## src/rtl/irq_gateway.sv

```systemverilog
// rtl/irq_gateway.sv - per-source interrupt gateway feeding the PLIC request inputs
module irq_gateway #(
    parameter int NSRC        = 31,
    parameter int SYNC_STAGES = 2
) (
    input  logic            i_clk,
    input  logic            i_rst,
    input  logic [23:0]     i_addr,
    input  logic [3:0]      i_we,
    input  logic [31:0]     i_dat_w,
    output logic [31:0]     o_dat_r,
    input  logic            i_stb,
    output logic            o_ack,
    input  logic [NSRC-1:0] i_irq,
    input  logic            i_cmpl_stb,
    input  logic [4:0]      i_cmpl_id,
    output logic [NSRC-1:0] o_int
);
    typedef enum logic {ST_IDLE = 1'b0, ST_WAIT = 1'b1} state_t;

    localparam logic [23:0] A_MODE     = 24'h000000;
    localparam logic [23:0] A_MASK     = 24'h000004;
    localparam logic [23:0] A_INFLIGHT = 24'h000008;
    localparam logic [23:0] A_LEVEL    = 24'h00000C;

    logic [NSRC-1:0] sync_q [SYNC_STAGES];
    logic [NSRC-1:0] dly_q;
    logic [NSRC-1:0] mode_q, mode_d;
    logic [NSRC-1:0] mask_q, mask_d;
    logic [NSRC-1:0] dfr_q, dfr_d;
    logic [NSRC-1:0] int_q, int_d;
    state_t          st_q [NSRC];
    state_t          st_d [NSRC];

    logic [NSRC-1:0] level, rise, inflight;
    logic [31:0]     be_mask;
    logic            unused_bits;

    assign level       = sync_q[SYNC_STAGES-1];
    assign rise        = level & ~dly_q;
    assign be_mask     = {{8{i_we[3]}}, {8{i_we[2]}}, {8{i_we[1]}}, {8{i_we[0]}}};
    assign unused_bits = ^{be_mask, i_dat_w};
    assign o_ack       = i_stb;
    assign o_int       = int_q;

    // Input synchroniser chain plus one-cycle delayed copy for edge detection
    always_ff @(posedge i_clk) begin
        if (i_rst) begin
            for (int s = 0; s < SYNC_STAGES; s++) sync_q[s] <= '0;
            dly_q <= '0;
        end else begin
            sync_q[0] <= i_irq;
            for (int s = 1; s < SYNC_STAGES; s++) sync_q[s] <= sync_q[s-1];
            dly_q <= level;
        end
    end

    // Byte-enabled writes to MODE and MASK; bit 0 of the bus word is never stored
    always_comb begin
        mode_d = mode_q;
        mask_d = mask_q;
        if (i_stb && i_addr == A_MODE)
            mode_d = (mode_q & ~be_mask[NSRC:1]) | (i_dat_w[NSRC:1] & be_mask[NSRC:1]);
        if (i_stb && i_addr == A_MASK)
            mask_d = (mask_q & ~be_mask[NSRC:1]) | (i_dat_w[NSRC:1] & be_mask[NSRC:1]);
    end

    // Per-source IDLE/WAIT next state, request pulse and deferred-edge flag
    always_comb begin
        dfr_d = dfr_q;
        int_d = '0;
        for (int k = 0; k < NSRC; k++) begin
            st_d[k] = st_q[k];
            case (st_q[k])
                ST_IDLE: begin
                    if (mask_q[k] && (mode_q[k] ? (rise[k] || dfr_q[k]) : level[k])) begin
                        st_d[k]  = ST_WAIT;
                        int_d[k] = 1'b1;
                        dfr_d[k] = 1'b0;
                    end
                end
                ST_WAIT: begin
                    if (mode_q[k] && rise[k])
                        dfr_d[k] = 1'b1;
                    if (i_cmpl_stb && i_cmpl_id == 5'(k + 1))
                        st_d[k] = ST_IDLE;
                end
                default: st_d[k] = ST_IDLE;
            endcase
        end
        // switching a source to level mode drops any edge it was holding
        dfr_d = dfr_d & mode_d;
    end

    // State, configuration and request-pulse registers
    always_ff @(posedge i_clk) begin
        if (i_rst) begin
            for (int k = 0; k < NSRC; k++) st_q[k] <= ST_IDLE;
            mode_q <= '0;
            mask_q <= '1;
            dfr_q  <= '0;
            int_q  <= '0;
        end else begin
            for (int k = 0; k < NSRC; k++) st_q[k] <= st_d[k];
            mode_q <= mode_d;
            mask_q <= mask_d;
            dfr_q  <= dfr_d;
            int_q  <= int_d;
        end
    end

    // Which sources are currently blocked awaiting completion
    always_comb begin
        inflight = '0;
        for (int k = 0; k < NSRC; k++) inflight[k] = (st_q[k] == ST_WAIT);
    end

    // Combinational register read mux; source k appears on bit k
    always_comb begin
        o_dat_r = '0;
        case (i_addr)
            A_MODE:     o_dat_r[NSRC:1] = mode_q;
            A_MASK:     o_dat_r[NSRC:1] = mask_q;
            A_INFLIGHT: o_dat_r[NSRC:1] = inflight;
            A_LEVEL:    o_dat_r[NSRC:1] = level;
            default:    o_dat_r = '0;
        endcase
    end
endmodule

```

## config.mk

```make
export PLATFORM = sky130hd
export DESIGN_NAME = irq_gateway
export DESIGN_NICKNAME = d
export VERILOG_FILES = /design/src/rtl/irq_gateway.sv
export SDC_FILE = /design/constraint.sdc
export NUM_CORES = 1
export LEC_CHECK = 0
export CAP_MARGIN = 15
export CORE_MARGIN = 2
export CORE_UTILIZATION = 54
export CTS_CLUSTER_SIZE = 20
export DETAILED_ROUTE_END_ITERATION = 10
export GPL_TIMING_DRIVEN = 0
export PLACE_DENSITY = 0.81
export SYNTH_ARGS = -nofsm -noshare
export SYNTH_HDL_FRONTEND = slang
export SYNTH_SLANG_ARGS = --single-unit
```

## constraint.sdc

```tcl
create_clock -name i_clk -period 2.85 [get_ports i_clk]
set_input_delay 0.57 -clock i_clk [delete_from_list [all_inputs] [get_ports i_clk]]
set_output_delay 0.57 -clock i_clk [all_outputs]
set_load 0.05 [all_outputs]
```

=== Word-level counts from Yosys, hierarchy flattened ===
Memory sizes are Yosys's and may differ from the RTL's.
Cells that the tools add are included.

* Register bits after elaboration: 155
* Bits in writable memories: 93
* Output and inout bits: 64
* Memories: 2

{| class="wikitable"
|+ Memories
! memory !! words !! bits a word !! read ports !! clocked after memory_dff !! write ports !! line !! text
|-
| sync_q || 2 || 31 || 2 || 0 || 2 || 26 || <nowiki>logic [NSRC-1:0] sync_q [SYNC_STAGES];</nowiki>
|-
| st_q || 31 || 1 || 31 || 0 || 31 || 32 || <nowiki>state_t st_q [NSRC];</nowiki>
|}

* Equality and inequality tests: 34
* Mux-type cells: 255
* Bitwise gates (word level): 73
* Reduce and logical (&&, ||, !) cells: 158

{| class="wikitable"
|+ Operators with widths
! cell !! count
|-
| 2-to-1 mux 1 bit || 189
|-
| bitwise AND 31 bit || 5
|-
| case mux 1 bit (2 select lines) || 62
|-
| case mux 31 bit (4 select lines) || 1
|-
| logical AND 1 bit || 95
|-
| 2-to-1 mux 31 bit || 3
|-
| == test 5 bit, second input constant || 16
|-
| inverter 31 bit || 2
|-
| bitwise OR 31 bit || 2
|-
| OR reduction 2 bit || 31
|-
| == test 24 x 4 -> 1 bit, second input constant || 2
|-
| == test 5 x 4 -> 1 bit, second input constant || 8
|-
| bitwise OR 1 bit || 33
|-
| logical OR 1 bit || 31
|-
| inverter 1 bit || 31
|-
| == test 24 x 3 -> 1 bit, second input constant || 1
|-
| logical NOT 24 bit || 1
|-
| == test 5 x 3 -> 1 bit, second input constant || 4
|-
| == test 5 x 2 -> 1 bit, second input constant || 2
|-
| == test 5 x 1 -> 1 bit, second input constant || 1
|}

=== Longest topological paths before layout ===
* Depth in word-level cells: 8
* Depth in mapped cells: 6
* Mapped depth without buffers: 4

=== Worst setup path after synthesis ===
Ideal clock, no wire load.

* Path type: in2out
* Start point: input i_addr[16]
* End point: output o_dat_r[11]
* Arrival: 2.727 ns
* Slack: -0.447 ns
* Cell stages on the path: 6
* Path through: nor4_2 > nand2_4 > or4_1 > clkbuf_1 > buf_2 > o22ai_1

* Longest elaborated chain between the ends: 2
* Elaborated cells between the ends (all ways): 5
* Classes of those cells: 3 x eq/ne; 1 x mux; 1 x reduce/logical

{| class="wikitable"
|+ Ends and longest elaborated chain
! item !! line !! text
|-
| start, declared || 8 || <nowiki>input logic [23:0] i_addr,</nowiki>
|-
| == test 24 x 4 -> 1 bit, or another cell as far along || 121 || <nowiki>case (i_addr)</nowiki>
|-
| case mux 31 bit (4 select lines) (*) || 121 ||
|-
| end, declared || 11 || <nowiki>output logic [31:0] o_dat_r,</nowiki>
|}

Mark *: on every way between the ends. The rest lies on a longest branch, timed or not.

=== Final worst setup path ===
* Start point: input i_addr[10]
* End point: output o_dat_r[20]

Same word-level chain as after synthesis.

==> summary.txt <==
Pwr
  – Leakage: between 0.005 and 0.006 µW
  – Total power divided by cell area: between 500 and 600 nW/µm²
  – Post-layout total power: 7550 µW
  – Peak supply drop: roughly 0.00046 V

Final layout
  – Share of layout cells above drive strength 1: 0.145
  – Final core utilization: 0.735
  – Most common cell after layout, fill and taps aside: dfxtp_1
  – FILL cells: 1383
  – Final net count: 1386
  – Area growth, synth to finish: 34.1%
  – Most frequent cells in the layout: 248 x dfxtp_1, 124 x mux2i_1, 107 x clkdlybuf4s50_1
  – ANT cells: 0

Global routing
  – First-pass GRT wire length: 51.2 mm
  – Largest net degree at the start of global routing: 14
  – Number of global-route vias before repair: around 9500
  – All-Layer GR Usage: 0.322
  – Total global routing overflow: 0
  – Initial antenna violation count: 0

Floorplanning
  – Die Y: between 100 and 150 µm
  – FP Rows: 51
  – Boundary Pins: roughly 160
  – DIE AREA: 20800 µm²
  – Core area: 19300 µm²
  – Initial Utilization: 0.548
  – Chip width: about 140 µm

Synthesis
  – Leading area contributor after synthesis: dfxtp_1
  – Post-Syn Area: about 11000 µm²
  – Library cells used by synthesis: 44
  – Synth Warn #: 0
  – Synth top area share: 0.469
  – Top cells by area, synth: dfxtp_1 47%, mux2i_1 12%, nor2b_1 5.8%, nand2_1 3.7%, and4b_1 2.9%
  – Mapped Nets: ~1200
  – Register area share after synthesis: 0.469
  – Synth Register Bits: approximately 250
  – Post-synthesis cell count: around 1100
  – Post-synthesis area per instance: between 9 and 10 µm²

Drt
  – Wire per inst: between 20 and 25 µm
  – Vias per inst: approximately 6
  – Final wirelength: approximately 33 mm
  – WL met1: about 13 mm
  – DRC violations left: 0
  – Post-DRT Antenna Nets: 0
  – Vias: roughly 9600
  – DRT iter0 DRCs: about 860
  – WL met3: a little over 3 mm
  – Met2 wire length: approximately 16 mm
  – Top Metal Used: met4
  – Drt pass-1 iters: 5

Timing
  – RSZ-0062 raised after global routing: yes
  – Final period util: 1.07
  – Fmax: 329 MHz
  – Tmin final: about 3.0 ns
  – Setup Skew: ~0.019 ns
  – Setup WS post-layout: -0.189 ns
  – Hold Vio Cnt, Final: 0
  – Final Setup Violations: 31
  – Hold slack: ~0.43 ns
  – Measured slew at the worst slew-check pin: 0.857 ns
  – Worst slew margin: 0.426
  – Fin. max-slew vios: 0

Critical path
  – Worst-path cell chain: buf_8, or4_4, or4_4, buf_12, buf_12, o22ai_4, buf_6
  – Kind of critical path: in -> out
  – CP Capture Type: output pin
  – Critical Path RT: around 2.3 ns
  – Worst-path maximum fanout: 5
  – Worst Path Arrival: about 2.5 ns
  – Critical-path top delay cell: or4_4
  – CP Launch Type: input pin
  – Worst path max stage delay: 0.60 ns

Place
  – HPWL after DPL: about 22 mm
  – PortBufs: ~160
  – GPL Wtd Cong: 0.884

Clock network
  – TritonCTS clock tree: built
  – CTS buffer count: 26
  – Clock sink total: 248
  – Root buffer cell: clkbuf_16
  – # hold bufs at CTS: 0
  – Clock slew at reported path FFs: 0.06 ns
  – Clock buffer depth: 3
  – H-tree depth: 1
  – Skew-Pair Late Insertion Delay: between 0.5 and 0.6 ns

Status
  – Outcome: complete, but fails checks
  – Violated checks: negative setup slack

Min path
  – Hold crit path type: reg -> reg

Job
  – Max-Cap Viols: 0
logic make-up after synthesis:
| logic type | count (synthesis) | share of synthesized area |
|---|---|---|
| mux | 124 | 0.117 |
| flops | 248 | 0.469 |
| compound gates | 190 | 0.131 |
| simple gates | 452 | 0.255 |
| other cells | 1 | 0.000354 |
| buf+inv | 59 | 0.0278 |
cell usage after synthesis, drive strengths merged:
cell	n
dfxtp	248
mux2i	124
nand2	105
nor2b	98
nor2	72
clkbuf	37
o21ai	34
or4	34
o31ai	32
a211oi	31
and2	31
and4b	31
o22ai	31
a22oi	27
nor4b	27
buf	20
nand2b	18
o211ai	12
a31o	11
nand4	9
nand3	6
nor3	5
nor4	5
a21oi	4
a22o	4
nand3b	4
nor4bb	4
o311ai	4
and3b	1
clkinv	1
conb	1
inv	1
nand4b	1
nor3b	1
report_power, final:
group	leakage, µW	total, µW	internal, µW	switching (µW)
Sequential	0.00202	3620	3560	66.5
Combinational	0.00275	640	276	364
Clock	0.000405	3280	1920	1360
final timing paths:
kind / start / end / slack, ns / depth (start not counted)
worst min register to register: sync_q[0][25] / sync_q[0][56] / 0.43 / 1
worst max register to register: mode_q[16] / st_q[1][0] / 1.40 / 3
worst min-delay path: sync_q[0][25] / sync_q[0][56] / 0.43 / 1
worst max-delay path: i_addr[10] / o_dat_r[20] / -0.19 / 7
critical path: cells and delay by family:
kind / cells / cell delay (ns)
compound gates: 1 / 0.14
buf+inv: 4 / 0.60
simple gates: 2 / 1.14
timing repair:
| action | in CTS | in global routing |
|---|---|---|
| cloned | 6 | 0 |
| pin swaps | 37 | 9 |
| endpoints found under the hold margin | 0 | 0 |
| endpoints found under the setup margin | 38 | 31 |
| buffers inserted | 21 | 2 |
| resized for setup | 352 | 14 |
metal layers:
layer	vias up	track usage
met2	507	0.532
met5	-	0
met1	4575	0.405
met4	0	0.151
li1	4381	-
met3	120	0.0652
cell type report:
cell class	count	area, µm²	area share
Clock inverter	6	58.8	0.00414
Inverter	2	7.51	0.000528
Clock buffer	39	761	0.0535
Tap cell	265	332	0.0233
Timing Repair Buffer	188	2010	0.141
Sequential cell	248	4960	0.349
Buffer	53	345	0.0243
Multi-Input combinational cell	767	5730	0.404
per-stage QoR:
stage | setup TNS [ns] | instances | setup slack (ns) | area, µm²
final | -4.56 | 1568 | -0.189 | 14200
after global routing | -6.21 | 1568 | -0.241 | 14200
after CTS | -5.91 | 1570 | -0.280 | 14300
after detailed placement | -76.72 | 1500 | -1.46 | 12900
after global placement | -69.46 | 1500 | -1.44 | 12900
after floorplan | -0.0255 | 1074 | -0.0127 | 11000
No activity file was read; power rests on OpenSTA's default activity.
